## src/rtl/scan_loader_if.sv

```systemverilog
// Host/bank signal bundle for scan_loader: byte stream in/out, transfer control
// and the serial scan port towards the pattern-buffer bank.
interface scan_loader_if #(
  parameter int DATA_W = 8
);
  logic              start;
  logic [2:0]        addr;
  logic              abort;
  logic [DATA_W-1:0] wr_data;
  logic              wr_valid;
  logic              wr_ready;
  logic [DATA_W-1:0] rd_data;
  logic              rd_valid;
  logic              busy;
  logic              done;
  logic              ssel;
  logic [2:0]        saddr;
  logic              sin;
  logic              sout;

  modport master (
    output start, addr, abort, wr_data, wr_valid, sout,
    input  wr_ready, rd_data, rd_valid, busy, done, ssel, saddr, sin
  );

  modport slave (
    input  start, addr, abort, wr_data, wr_valid, sout,
    output wr_ready, rd_data, rd_valid, busy, done, ssel, saddr, sin
  );
endinterface

```

## src/rtl/scan_loader.sv

```systemverilog
// scan_loader: shifts a valid/ready byte stream LSB-first into one addressed
// pattern buffer. Define SCAN_READBACK_EN to build the sout capture/readback path.
module scan_loader #(
  parameter int buffer_size  = 22,
  parameter int buffer_width = 8
) (
  input  logic         clk,
  input  logic         rst_n,
  scan_loader_if.slave bus
);

  localparam int CNT_W = $clog2(buffer_size + 1);
  localparam int BIT_W = (buffer_width > 1) ? $clog2(buffer_width) : 1;
  localparam logic [CNT_W-1:0] LAST_BYTE = CNT_W'(buffer_size - 1);
  localparam logic [BIT_W-1:0] LAST_BIT  = BIT_W'(buffer_width - 1);

  typedef enum logic [1:0] {IDLE, LOAD, SHIFT, DONE} state_t;

  state_t                  state_q, state_d;
  logic [CNT_W-1:0]        cnt_q, cnt_d;
  logic [BIT_W-1:0]        bcnt_q, bcnt_d;
  logic [buffer_width-1:0] sr_q, sr_d;
  logic [2:0]              saddr_q, saddr_d;
  logic                    sin_q, sin_d;
  logic                    ssel_q, ssel_d;
  logic                    wr_ready_q, wr_ready_d;
  logic                    busy_q, busy_d;
  logic                    done_q, done_d;
`ifdef SCAN_READBACK_EN
  logic [buffer_width-1:0] cap_q, cap_d;
  logic [buffer_width-1:0] rd_data_q, rd_data_d;
  logic                    rd_valid_q, rd_valid_d;
`endif

  always_comb begin
    state_d = state_q;
    cnt_d   = cnt_q;
    bcnt_d  = bcnt_q;
    sr_d    = sr_q;
    saddr_d = saddr_q;
    sin_d   = 1'b0;
`ifdef SCAN_READBACK_EN
    cap_d      = cap_q;
    rd_data_d  = rd_data_q;
    rd_valid_d = 1'b0;
`endif

    unique case (state_q)
      IDLE: begin
        if (bus.start) begin
          saddr_d = bus.addr;
          cnt_d   = '0;
          state_d = LOAD;
        end
      end
      LOAD: begin
        if (bus.abort) begin
          state_d = IDLE;
        end else if (bus.wr_valid && wr_ready_q) begin
          sr_d    = bus.wr_data;
          sin_d   = bus.wr_data[0];
          bcnt_d  = '0;
          state_d = SHIFT;
        end
      end
      SHIFT: begin
        // Abort wins even over the final shift edge: no partial byte is reported.
        if (bus.abort) begin
          state_d = IDLE;
        end else begin
`ifdef SCAN_READBACK_EN
          cap_d = buffer_width'({bus.sout, cap_q} >> 1);
`endif
          if (bcnt_q == LAST_BIT) begin
`ifdef SCAN_READBACK_EN
            rd_valid_d = 1'b1;
            rd_data_d  = buffer_width'({bus.sout, cap_q} >> 1);
`endif
            cnt_d   = cnt_q + CNT_W'(1);
            state_d = (cnt_q == LAST_BYTE) ? DONE : LOAD;
          end else begin
            bcnt_d = bcnt_q + BIT_W'(1);
            sr_d   = sr_q >> 1;
            sin_d  = sr_d[0];
          end
        end
      end
      DONE: begin
        state_d = IDLE;
      end
      default: state_d = IDLE;
    endcase

    // Registered outputs follow the next state, so they are valid for the whole cycle.
    ssel_d     = (state_d == SHIFT);
    wr_ready_d = (state_d == LOAD);
    busy_d     = (state_d != IDLE);
    done_d     = (state_d == DONE);
  end

  always_ff @(posedge clk or negedge rst_n) begin
    if (!rst_n) begin
      state_q    <= IDLE;
      cnt_q      <= '0;
      bcnt_q     <= '0;
      saddr_q    <= '0;
      sin_q      <= 1'b0;
      ssel_q     <= 1'b0;
      wr_ready_q <= 1'b0;
      busy_q     <= 1'b0;
      done_q     <= 1'b0;
`ifdef SCAN_READBACK_EN
      rd_data_q  <= '0;
      rd_valid_q <= 1'b0;
`endif
    end else begin
      state_q    <= state_d;
      cnt_q      <= cnt_d;
      bcnt_q     <= bcnt_d;
      saddr_q    <= saddr_d;
      sin_q      <= sin_d;
      ssel_q     <= ssel_d;
      wr_ready_q <= wr_ready_d;
      busy_q     <= busy_d;
      done_q     <= done_d;
`ifdef SCAN_READBACK_EN
      rd_data_q  <= rd_data_d;
      rd_valid_q <= rd_valid_d;
`endif
    end
  end

  // Pure datapath shift registers: their contents only matter once loaded.
  always_ff @(posedge clk) begin
    sr_q <= sr_d;
`ifdef SCAN_READBACK_EN
    cap_q <= cap_d;
`endif
  end

  assign bus.ssel     = ssel_q;
  assign bus.saddr    = saddr_q;
  assign bus.sin      = sin_q;
  assign bus.wr_ready = wr_ready_q;
  assign bus.busy     = busy_q;
  assign bus.done     = done_q;

`ifdef SCAN_READBACK_EN
  assign bus.rd_valid = rd_valid_q;
  assign bus.rd_data  = rd_data_q;
`else
  logic unused_sout;
  assign unused_sout  = bus.sout;
  assign bus.rd_valid = 1'b0;
  assign bus.rd_data  = '0;
`endif

endmodule

```

## src/flat_wrapper.sv

```systemverilog
// flat-port wrapper written by rule: the top's interface ports become plain ports
module scan_loader_flat 
#(
  parameter int buffer_size  = 22,
  parameter int buffer_width = 8
)
  (clk, rst_n, bus_start, bus_addr, bus_abort, bus_wr_data, bus_wr_valid, bus_sout, bus_wr_ready, bus_rd_data, bus_rd_valid, bus_busy, bus_done, bus_ssel, bus_saddr, bus_sin);
  scan_loader_if #(.DATA_W((8))) bus_i ();
  input  logic clk;
  input  logic rst_n;
  input wire logic [$bits(bus_i.start)-1:0] bus_start;
  input wire logic [$bits(bus_i.addr)-1:0] bus_addr;
  input wire logic [$bits(bus_i.abort)-1:0] bus_abort;
  input wire logic [$bits(bus_i.wr_data)-1:0] bus_wr_data;
  input wire logic [$bits(bus_i.wr_valid)-1:0] bus_wr_valid;
  input wire logic [$bits(bus_i.sout)-1:0] bus_sout;
  output wire logic [$bits(bus_i.wr_ready)-1:0] bus_wr_ready;
  output wire logic [$bits(bus_i.rd_data)-1:0] bus_rd_data;
  output wire logic [$bits(bus_i.rd_valid)-1:0] bus_rd_valid;
  output wire logic [$bits(bus_i.busy)-1:0] bus_busy;
  output wire logic [$bits(bus_i.done)-1:0] bus_done;
  output wire logic [$bits(bus_i.ssel)-1:0] bus_ssel;
  output wire logic [$bits(bus_i.saddr)-1:0] bus_saddr;
  output wire logic [$bits(bus_i.sin)-1:0] bus_sin;
  assign bus_i.start = bus_start;
  assign bus_i.addr = bus_addr;
  assign bus_i.abort = bus_abort;
  assign bus_i.wr_data = bus_wr_data;
  assign bus_i.wr_valid = bus_wr_valid;
  assign bus_i.sout = bus_sout;
  assign bus_wr_ready = bus_i.wr_ready;
  assign bus_rd_data = bus_i.rd_data;
  assign bus_rd_valid = bus_i.rd_valid;
  assign bus_busy = bus_i.busy;
  assign bus_done = bus_i.done;
  assign bus_ssel = bus_i.ssel;
  assign bus_saddr = bus_i.saddr;
  assign bus_sin = bus_i.sin;
  scan_loader #(.buffer_size(buffer_size), .buffer_width(buffer_width)) u_core (.clk(clk), .rst_n(rst_n), .bus(bus_i));
endmodule
```

## config.mk

```make
export PLATFORM = sky130hd
export DESIGN_NAME = scan_loader_flat
export DESIGN_NICKNAME = d
export VERILOG_FILES = /design/src/rtl/scan_loader_if.sv /design/src/rtl/scan_loader.sv /design/src/flat_wrapper.sv
export SDC_FILE = /design/constraint.sdc
export NUM_CORES = 1
export LEC_CHECK = 0
export BUFFER_PORTS_ARGS = -buffer_cell sky130_fd_sc_hd__buf_2
export CAP_MARGIN = 20
export CORE_MARGIN = 2
export CORE_UTILIZATION = 45
export DETAILED_ROUTE_END_ITERATION = 7
export GPL_TIMING_DRIVEN = 0
export PLACE_DENSITY = 0.74
export REMOVE_ABC_BUFFERS = 1
export SLEW_MARGIN = 20
export SYNTH_ARGS = -nofsm -noshare
export SYNTH_HDL_FRONTEND = slang
export SYNTH_SLANG_ARGS = --single-unit
```

## constraint.sdc

```tcl
create_clock -name clk -period 2.4 [get_ports clk]
set_input_delay 0.36 -clock clk [delete_from_list [all_inputs] [get_ports clk]]
set_output_delay 0.36 -clock clk [all_outputs]
set_load 0.05 [all_outputs]
```

==> impl_results.md <==
* Fraction of the cycle the final worst path needs at 0.808
* Initial antenna violation count at 0
* Number of flops mapped to enable cells by yosys at 7
* Hold Fails Final Rpt at 0
* Worst slew slack as a fraction of its limit at 0.590
* Post-synth top area cell: dfrtp_1
* Clock latency reported for the late side of the worst-skew pair at 0.32 ns
* Floorplan row count at 19
* Util after Layout at 0.523
* Vias in the first global route at 846
* Endpoint class of the critical path: flip-flop
* Design Area, Final at 0.00147 mm²
* Number of cells after detailed placement at 166
* Setup-violating endpoint count in the final report at 0
* Pin count of the biggest net entering global routing at 19
* Startpoint Class: flip-flop
* CTS clk-pin slew, worst paths at 0.13 ns
* Share of layout cells above drive strength 1 at 0.293
* Post-DP HPWL at 1700 µm
* Initial DRT Pass Iterations at 4
* Nets at 166
* Sequential share of power at 0.432
* Number of pins exceeding their max-slew limit in the final report at 0
* Die area at 0.00346 mm²
* R2r setup slk at 0.46 ns
* Ports placed on the boundary at 34
* Total detailed-routing wirelength at 2110 µm
* Total negative slack at 0 ns
* Worst-path fanout max at 17
* Min Tclk post-route at 1.94 ns
* Mean instance size in the synthesized netlist at 11.5 µm²
* Maximum buffer depth of the clock tree at 2
* Number of nets with antenna violations after detailed routing at 0
* Status: finished, final reports clean
* CTS buffer count at 3
* Number of flip-flops and latches in the synthesized netlist at 25
* Initial Util at 0.482
* Post-route non-filler standard cell count at 171
* Fraction of the yosys area taken by sequential cells at 0.489
* Endpoint arrival time on the critical path at 2.17 ns
* Leakage Power at 0.000711 µW
* Dominant cells by area after synthesis: dfrtp_1 33%, edfxtp_1 16%, ha_1 7.4%
* Vias after detailed routing at 845
* Detailed-route wire length per cell at 12.3 µm
* Wire length of the first global-routing pass at 3570 µm
* H-tree levels at 1
* Total internal power at 742 µW
* Synth cell count leaders: 18 x dfrtp_1, 10 x buf_4, 10 x nand2_1
* Share of total power consumed by net switching at 0.420
* Vert. Die Dim at 58.8 µm
* HP Class: in2reg
* CTS tree: built
* Share of power burned in combinational logic at 0.418
* Startpoint-to-endpoint class of the critical path: reg2reg
* Power spent charging and discharging nets at 537 µW
* Clock skew at 0.00126 ns
* Area added between synthesis and finish at 8.52%
* Count of buffers from port buffering at 23
* Ys async rst share at 0.720
* Antenna Diode Count at 0
* GR Util All Layers at 0.137
* Worst Path Required at 2.63 ns
* MaxCap Viol Count at 0
* Post-Syn Area at 0.00135 mm²
* Relative contribution of the clock network to total power at 0.150
* Number of synthesis warnings at 0
* Synth cell types at 35
* DRC violations left at 0
* Cell with the most instances after synthesis: dfrtp_1
* Actual transition at the worst max-transition pin at 0.615 ns
* Fill cell count at 258
* RSZ-0062 raised after global routing: false
* Vias per Instance at 4.94
* Maximum operating frequency at 516 MHz
* Core region area at 0.00281 mm²
* Worst IR Drop VDD at 0.479 mV
* Floorplan die width at 58.8 µm
* Power per cell area at 872 mW/mm²
* Number of cells produced by synthesis at 117
* Top-area cell type share of the netlist area at 0.333
* RD Place Congestion at 0.726
* Violation count after the first detailed-route iteration at 9
* Most instantiated flip-flop cell in the synthesis netlist: dfrtp_1
* Number of clock sinks seen by CTS at 25
* Minimum hold slack at 0.246 ns
* Placed cell areas at 0.00143 mm²
* Total overflow reported by the global router at 0
* Root buffer cell: clkbuf_4
## cells in the final DEF (no fill, tap or decap), drive strengths merged, types with 4 or more instances in the layout
master / Yosys / layout
nor2: 9 / 9
conb: 1 / 9
o211ai: 4 / 4
ha: 8 / 8
buf: 13 / 23
inv: 7 / 7
mux2: 10 / 10
edfxtp: 7 / 7
dfrtp: 18 / 18
o21ai: 5 / 5
nand2: 10 / 10
## cell families after synthesis
| group | after synthesis | share of synthesized area |
|---|---|---|
| AO/OA/AOI/OAI | 17 | 0.102 |
| XOR/XNOR | 3 | 0.0194 |
| adder cells (fa/ha/maj) | 8 | 0.0741 |
| buffers and inverters | 20 | 0.100 |
| flip-flops | 25 | 0.489 |
| multiplexers | 11 | 0.0907 |
| other | 1 | 0.00278 |
| AND/OR/NAND/NOR | 32 | 0.122 |
## critical path, cell delays in order, from the launching register on
cell and delay [ns]:
dfrtp_1 0.45, inv_1 0.10, ha_1 0.55, and2b_1 0.30, o211ai_1 0.22, xor2_1 0.17
nor2_1 0.05
## flip-flops by register name, summed over array words and instances, names as in the netlist
signal / count
u_core.bus.wr_ready: 1
u_core.bus.saddr: 3
u_core.cnt_q: 5
u_core.bus.ssel: 1
u_core.sr_q: 7
u_core.bus.done: 1
u_core.bus.busy: 1
u_core.bus.sin: 1
u_core.bcnt_q: 3
u_core.state_q: 2
## power by group through the flow
stage | logic (µW) | registers (µW) | clock network (µW)
6_report | 534 | 553 | 192
3_5_place_dp | 537 | 564 | 0
2_1_floorplan | 264 | 717 | 0
4_1_cts | 540 | 555 | 202
3_3_place_gp | 521 | 560 | 0
5_1_grt | 574 | 562 | 216
## metal layers
metal / track usage / vias up / part of all wire
li1: - / 428 / -
met1: 0.152 / 396 / 0.42
met2: 0.252 / 19 / 0.52
met3: 0.0462 / 2 / 0.051
met4: 0.0292 / 0 / 0.0090
met5: 0 / - / 0
## layout make-up
| type | count | area (µm²) | area share |
|---|---|---|---|
| Sequential cell | 25 | 661 | 0.451 |
| Inverter | 7 | 26.3 | 0.0179 |
| Clock buffer | 3 | 22.5 | 0.0154 |
| Tap cell | 31 | 38.8 | 0.0265 |
| Multi-Input combinational cell | 80 | 586 | 0.399 |
| Timing Repair Buffer | 24 | 125 | 0.0853 |
| Clock inverter | 1 | 7.51 | 0.00512 |
## through the flow
step,total power [µW],setup slack (ns)
after floorplan,980,0.693
after global placement,1080,0.515
after detailed placement,1100,0.452
after CTS,1300,0.436
after global routing,1350,0.278
final,1280,0.462
## worst paths after layout
path | startpoint | to | cells after the start
min reg2reg | u_core.bus.saddr[0]$_DFFE_PN0P_ | u_core.bus.saddr[0]$_DFFE_PN0P_ | 1
min in group asynchronous | rst_n | u_core.bus.saddr[2]$_DFFE_PN0P_ | 2
min | bus_addr[0] | u_core.bus.saddr[0]$_DFFE_PN0P_ | 2
max in group asynchronous | rst_n | u_core.bus.sin$_DFF_PN0_ | 2
max | u_core.state_q[0]$_DFF_PN0_ | u_core.cnt_q[2]$_DFFE_PN0P_ | 6
max reg2reg | u_core.state_q[0]$_DFF_PN0_ | u_core.cnt_q[2]$_DFFE_PN0P_ | 6
## timing repair
item,CTS,global route
buffers inserted,0,0
gates resized for setup,0,0
hold buffers,1,0
hold endpoints to repair,18,0
No activity file was read; power rests on OpenSTA's default activity.
